`src/rtl/pipe_pkg.sv`:
```
// Shared constants and FSM encoding for the MIPS pipeline MEM stage.
package pipe_pkg;

  localparam int DATA_W          = 32;
  localparam int REG_W           = 5;
  localparam int TIMEOUT_DEFAULT = 16;

  typedef enum logic [1:0] {
    IDLE    = 2'd0,
    BUSY    = 2'd1,
    ABORTED = 2'd2
  } mem_state_e;

  function automatic logic word_aligned(input logic [1:0] lsb);
    return lsb == 2'b00;
  endfunction

endpackage

```
`src/rtl/pipemwreg.sv`:
```
// MEM/WB pipeline register; inserts a bubble while the MEM stage is stalled or aborted.
module pipemwreg
  import pipe_pkg::*;
(
  input  logic              clock,
  input  logic              reset,
  input  logic              bubble,
  input  logic              squash,
  input  logic              mwreg,
  input  logic              mm2reg,
  input  logic [REG_W-1:0]  mrn,
  input  logic [DATA_W-1:0] malu,
  input  logic [DATA_W-1:0] mo,
  output logic              wwreg,
  output logic              wm2reg,
  output logic [REG_W-1:0]  wrn,
  output logic [DATA_W-1:0] walu,
  output logic [DATA_W-1:0] wmo
);

  // NOTE: sequential state uses non-blocking assignments so every register samples pre-edge values.
  always_ff @(posedge clock) begin
    if (reset || bubble) begin
      wwreg  <= 1'b0;
      wm2reg <= 1'b0;
      wrn    <= '0;
      walu   <= '0;
      wmo    <= '0;
    end else begin
      // A misaligned access still retires, but must not write the register file.
      wwreg  <= mwreg & ~squash;
      wm2reg <= mm2reg;
      wrn    <= mrn;
      walu   <= malu;
      wmo    <= mo;
    end
  end

endmodule

```
`src/rtl/pipemem_stage.sv`:
```
// EXE/MEM register and MEM stage with a req/ack data-memory port and upstream stall.
// Optional access timeout is compiled in with `define PIPEMEM_TIMEOUT_EN.
module pipemem_stage
  import pipe_pkg::*;
#(
  parameter int TIMEOUT = TIMEOUT_DEFAULT
) (
  input  logic              clock,
  input  logic              reset,
  input  logic [DATA_W-1:0] ealu,
  input  logic [DATA_W-1:0] eb,
  input  logic [REG_W-1:0]  ern,
  input  logic              ewreg,
  input  logic              em2reg,
  input  logic              ewmem,
  output logic [DATA_W-1:0] malu,
  output logic [REG_W-1:0]  mrn,
  output logic              mwreg,
  output logic              mm2reg,
  output logic              dmem_req,
  output logic              dmem_we,
  output logic [DATA_W-1:0] dmem_addr,
  output logic [DATA_W-1:0] dmem_wdata,
  input  logic [DATA_W-1:0] dmem_rdata,
  input  logic              dmem_ack,
  output logic              mem_stall,
  output logic              wwreg,
  output logic              wm2reg,
  output logic [DATA_W-1:0] wmo,
  output logic [DATA_W-1:0] walu,
  output logic [REG_W-1:0]  wrn,
  output logic              misalign,
  output logic              timeout_err
);

  logic [DATA_W-1:0] mb;
  logic              mwmem;
  mem_state_e        state, state_nxt;
  logic              is_mem, memop, timeout_hit;

  always_ff @(posedge clock) begin
    if (reset) begin
      malu   <= '0;
      mb     <= '0;
      mrn    <= '0;
      mwreg  <= 1'b0;
      mm2reg <= 1'b0;
      mwmem  <= 1'b0;
    end else if (!mem_stall) begin
      malu   <= ealu;
      mb     <= eb;
      mrn    <= ern;
      mwreg  <= ewreg;
      mm2reg <= em2reg;
      mwmem  <= ewmem;
    end
  end

  assign is_mem     = mm2reg | mwmem;
  assign memop      = is_mem & word_aligned(malu[1:0]);
  assign misalign   = is_mem & ~word_aligned(malu[1:0]);
  assign dmem_req   = memop & (state != ABORTED);
  assign dmem_we    = mwmem;
  assign dmem_addr  = malu;
  assign dmem_wdata = mb;
  // A same-cycle ack completes the access without freezing the pipeline.
  assign mem_stall  = dmem_req & ~dmem_ack;

  always_ff @(posedge clock) begin
    if (reset) state <= IDLE;
    else       state <= state_nxt;
  end

  // NOTE: default next-state assignment first keeps this block free of inferred latches.
  always_comb begin
    state_nxt = state;
    case (state)
      IDLE:    if (dmem_req && !dmem_ack) state_nxt = BUSY;
      BUSY: begin
        if (dmem_ack)         state_nxt = IDLE;
        else if (timeout_hit) state_nxt = ABORTED;
      end
      ABORTED: state_nxt = IDLE;
      default: state_nxt = IDLE;
    endcase
  end

`ifdef PIPEMEM_TIMEOUT_EN
  localparam int CNT_W = $clog2(TIMEOUT + 1);

  // Counts stalled cycles of the current access, including the first request cycle.
  logic [CNT_W-1:0] wait_cnt;

  always_ff @(posedge clock) begin
    if (reset || !mem_stall) wait_cnt <= '0;
    else                     wait_cnt <= wait_cnt + CNT_W'(1);
  end

  assign timeout_hit = (state == BUSY) && (wait_cnt == CNT_W'(TIMEOUT - 1));

  always_ff @(posedge clock) begin
    if (reset)                     timeout_err <= 1'b0;
    else if (state_nxt == ABORTED) timeout_err <= 1'b1;
  end
`else
  logic cfg_unused;
  assign cfg_unused  = |TIMEOUT;
  assign timeout_hit = 1'b0;
  assign timeout_err = 1'b0;
`endif

  pipemwreg u_mwreg (
    .clock  (clock),
    .reset  (reset),
    .bubble (mem_stall | (state == ABORTED)),
    .squash (misalign),
    .mwreg  (mwreg),
    .mm2reg (mm2reg),
    .mrn    (mrn),
    .malu   (malu),
    .mo     ((dmem_req && dmem_ack) ? dmem_rdata : '0),
    .wwreg  (wwreg),
    .wm2reg (wm2reg),
    .wrn    (wrn),
    .walu   (walu),
    .wmo    (wmo)
  );

endmodule

```
`config.mk`:
```
export PLATFORM = sky130hd
export DESIGN_NAME = pipemem_stage
export DESIGN_NICKNAME = d
export VERILOG_FILES = /design/src/rtl/pipe_pkg.sv /design/src/rtl/pipemwreg.sv /design/src/rtl/pipemem_stage.sv
export SDC_FILE = /design/constraint.sdc
export NUM_CORES = 1
export LEC_CHECK = 0
export ABC_AREA = 1
export BUFFER_PORTS_ARGS = -buffer_cell sky130_fd_sc_hd__clkbuf_2
export CAP_MARGIN = 40
export CORE_MARGIN = 2
export CORE_UTILIZATION = 47
export CTS_BUF_LIST = sky130_fd_sc_hd__clkbuf_4 sky130_fd_sc_hd__clkbuf_8
export DETAILED_ROUTE_END_ITERATION = 7
export GPL_TIMING_DRIVEN = 1
export PLACE_DENSITY_LB_ADDON = 0.15
export SLEW_MARGIN = 20
export SYNTH_ARGS = -nofsm -noshare
export SYNTH_HDL_FRONTEND = slang
export SYNTH_SLANG_ARGS = --single-unit
```
`constraint.sdc`:
```
create_clock -name clock -period 1.45 [get_ports clock]
set_clock_uncertainty 0.1 [all_clocks]
set_input_delay 0.145 -clock clock [delete_from_list [all_inputs] [get_ports clock]]
set_output_delay 0.145 -clock clock [all_outputs]
set_load 0.01 [all_outputs]
```
==> results_dict.tcl <==
set metrics [dict create \
    die-width_um 115 \
    path_clk_slew_ns 0.08 \
    track_usage 0.265 \
    overflow 0 \
    criticalPathCategory "flip-flop to primary output" \
    netlist_instances 831 \
    portBuffers 284 \
    grt_max_degree 37 \
    cts.path.max_buffers 2 \
    drv_slew 0 \
    cts_made_buffers 17 \
    grt_pass1_vias 5768 \
    clock-sinks 143 \
    vias_per_cell 4.39 \
    clk_latency_ns 0.44 \
    htree_levels 4 \
    endpoint_kind "primary output" \
    area_delta_synth_final_pct 56.3 \
    antenna_found_initial 0 \
    ys.warnings.count 0 \
    max_freq_ghz 0.609 \
    dpl_cell_area_um2 7220 \
    synth_cell_type_count 16 \
    core-area_um2 12000 \
    cp.arrival_ns 1.40 \
    finalPower_w 0.00981 \
    final_layout_size_suffix_gt1_frac 0.307 \
    hold_violations 0 \
    powerDensity_nw_per_um2 1080 \
    required_ns 1.21 \
    outcome "finished, violations left" \
    io_pins 286 \
    ir_drop_mv 0.582 \
    hold_ws_ns 0.0687 \
    yosys_register_bits 143 \
    drt_iter0_drc 402 \
    syn-num-nets 938 \
    fin_crit_ns 1.64 \
    rows 40 \
    dp.cells 1209 \
    root_buffer "clkbuf_8" \
    grt_pass1_wl_mm 27.3 \
    p_leak_nw 5.46 \
    num-fill-cells 916 \
    period_share 1.13 \
    finalInstanceArea_um2 9040 \
    cts_tree "yes" \
    synthTopCellsByArea "dfxtp_1 49%, inv_1 16%, nand2_1 9.3%" \
    nets 1311 \
    drtPass1Iterations 6 \
    wirelength_mm 18.4 \
    setup_viol 3 \
    dp_hpwl_mm 10.5 \
    max_cap_viol_count 0 \
    ant_nets 0 \
    startpoint_type "flip-flop" \
    die_h_um 115 \
    routabilityCongestion 0.767 \
    die_area_um2 13200 \
    yosysSeqAreaShare 0.495 \
    worstPathMaxFanout 3 \
    post_synth.cell_area_avg_um2 6.96 \
    instances_no_fill 1365 \
    hold_class "input pin to flip-flop" \
    vias 5997 \
    yosys.area.top_type "dfxtp_1" \
    synth_area_um2 5780 \
    wl_per_cell_um 13.5 \
    violations "negative setup slack" \
    remaining_drc_errors 0 \
    rsz0062_at_grt "yes" \
    synth_top_area_share 0.495 \
    start_util 0.482 \
    setup_slack_ns -0.192 \
]
per-layer routing:
layer / GRT usage / share of wire / up-vias
met1: 0.294 / 0.39 / 2651
met5: 0 / 0 / -
met4: 0.120 / 0.018 / 0
li1: - / - / 3083
met2: 0.469 / 0.51 / 232
met3: 0.0759 / 0.079 / 31
sequential cells by signal, indices dropped and copies added (netlist names):
signal	flops
dmem_wdata	32
mrn	5
u_mwreg.wwreg	1
dmem_we	1
u_mwreg.wm2reg	1
u_mwreg.walu	32
dmem_addr	32
u_mwreg.wmo	32
mm2reg	1
u_mwreg.wrn	5
mwreg	1
critical path, cell delays in order, from the launching register on:
cell and delay, ns:
dfxtp_2 0.33, inv_2 0.07, nand2_4 0.07, buf_6 0.13
buf_6 0.12, o21ai_4 0.06, inv_1 0.05, clkbuf_2 0.12
where the power goes:
group	internal [W]	leakage, nW	switching (W)	total, W
Sequential	0.00418	1.18	0.000136	0.00431
Clock	0.00199	0.230	0.00148	0.00348
Combinational	0.000936	4.05	0.00108	0.00202
Total	0.00711	5.46	0.00270	0.00981
Yosys cell counts:
cell type / number
inv_1: 249
dfxtp_1: 143
nand2_1: 143
nor2_1: 143
nand4_1: 70
buf_4: 33
buf_2: 17
buf_1: 13
clkbuf_1: 12
inv_2: 2
conb_1: 1
nand2_2: 1
nand3_1: 1
nand3_2: 1
nor2_4: 1
o21ai_0: 1
worst paths after layout:
| path | from | endpoint | slack [ns] | depth (start not counted) |
|---|---|---|---|---|
| max | mm2reg$_SDFFE_PP0N_ | misalign | -0.19 | 7 |
| min | dmem_ack | u_mwreg.wmo[10]$_SDFF_PP0_ | 0.07 | 4 |
| max reg2reg | dmem_addr[1]$_SDFFE_PP0N_ | dmem_wdata[5]$_SDFFE_PP0N_ | 0.01 | 8 |
| min reg2reg | mrn[2]$_SDFFE_PP0N_ | u_mwreg.wrn[2]$_SDFF_PP0_ | 0.36 | 2 |
cells in the final DEF, fill, tap and decap left out, types with 5 or more instances in the layout:
cell           count
nand4_1           70
clkbuf_8          19
buf_6              5
dfxtp_1          140
buf_4             24
clkbuf_2         282
clkinv_2           5
buf_12             8
inv_1            245
nand2_1          141
nor2_1           142
dlygate4sd3_1    104
logic make-up (layout without fill, tap and decap cells):
group,count (synthesis),after routing,share of synthesized area
simple gates,360,360,0.267
compound gates,1,1,0.000864
buf+inv,326,712,0.237
other cells,1,2,0.000648
flops,143,143,0.495
per-stage QoR:
step	setup TNS, ns	setup slack (ns)	util
after global placement	0	0.0864	0.601
after CTS	-0.443	-0.187	0.741
final	-0.442	-0.192	0.753
after detailed placement	0	0.0453	0.601
after global routing	-1.81	-0.270	0.753
after floorplan	0	0.100	-
timing repair:
action / 4_1_cts / 5_1_grt
pin swaps: 3 / 3
hold buffers: 104 / 0
resized for setup: 16 / 19
endpoints found under the setup margin: 3 / 37
endpoints found under the hold margin: 104 / 0
setup buffers: 13 / 3
cloned: 2 / 3
cell type report:
| type | count | area [um2] | share of cell area |
|---|---|---|---|
| sequential | 143 | 2870 | 0.317 |
| inverter | 251 | 950 | 0.105 |
| clock inverter | 11 | 163 | 0.0180 |
| antenna | 1 | 2.50 | 0.000277 |
| timing repair buffer | 429 | 2990 | 0.331 |
| multi-input combinational | 362 | 1610 | 0.178 |
| tap | 147 | 184 | 0.0203 |
| clock buffer | 21 | 277 | 0.0306 |
No activity file was read; power rests on OpenSTA's default activity.
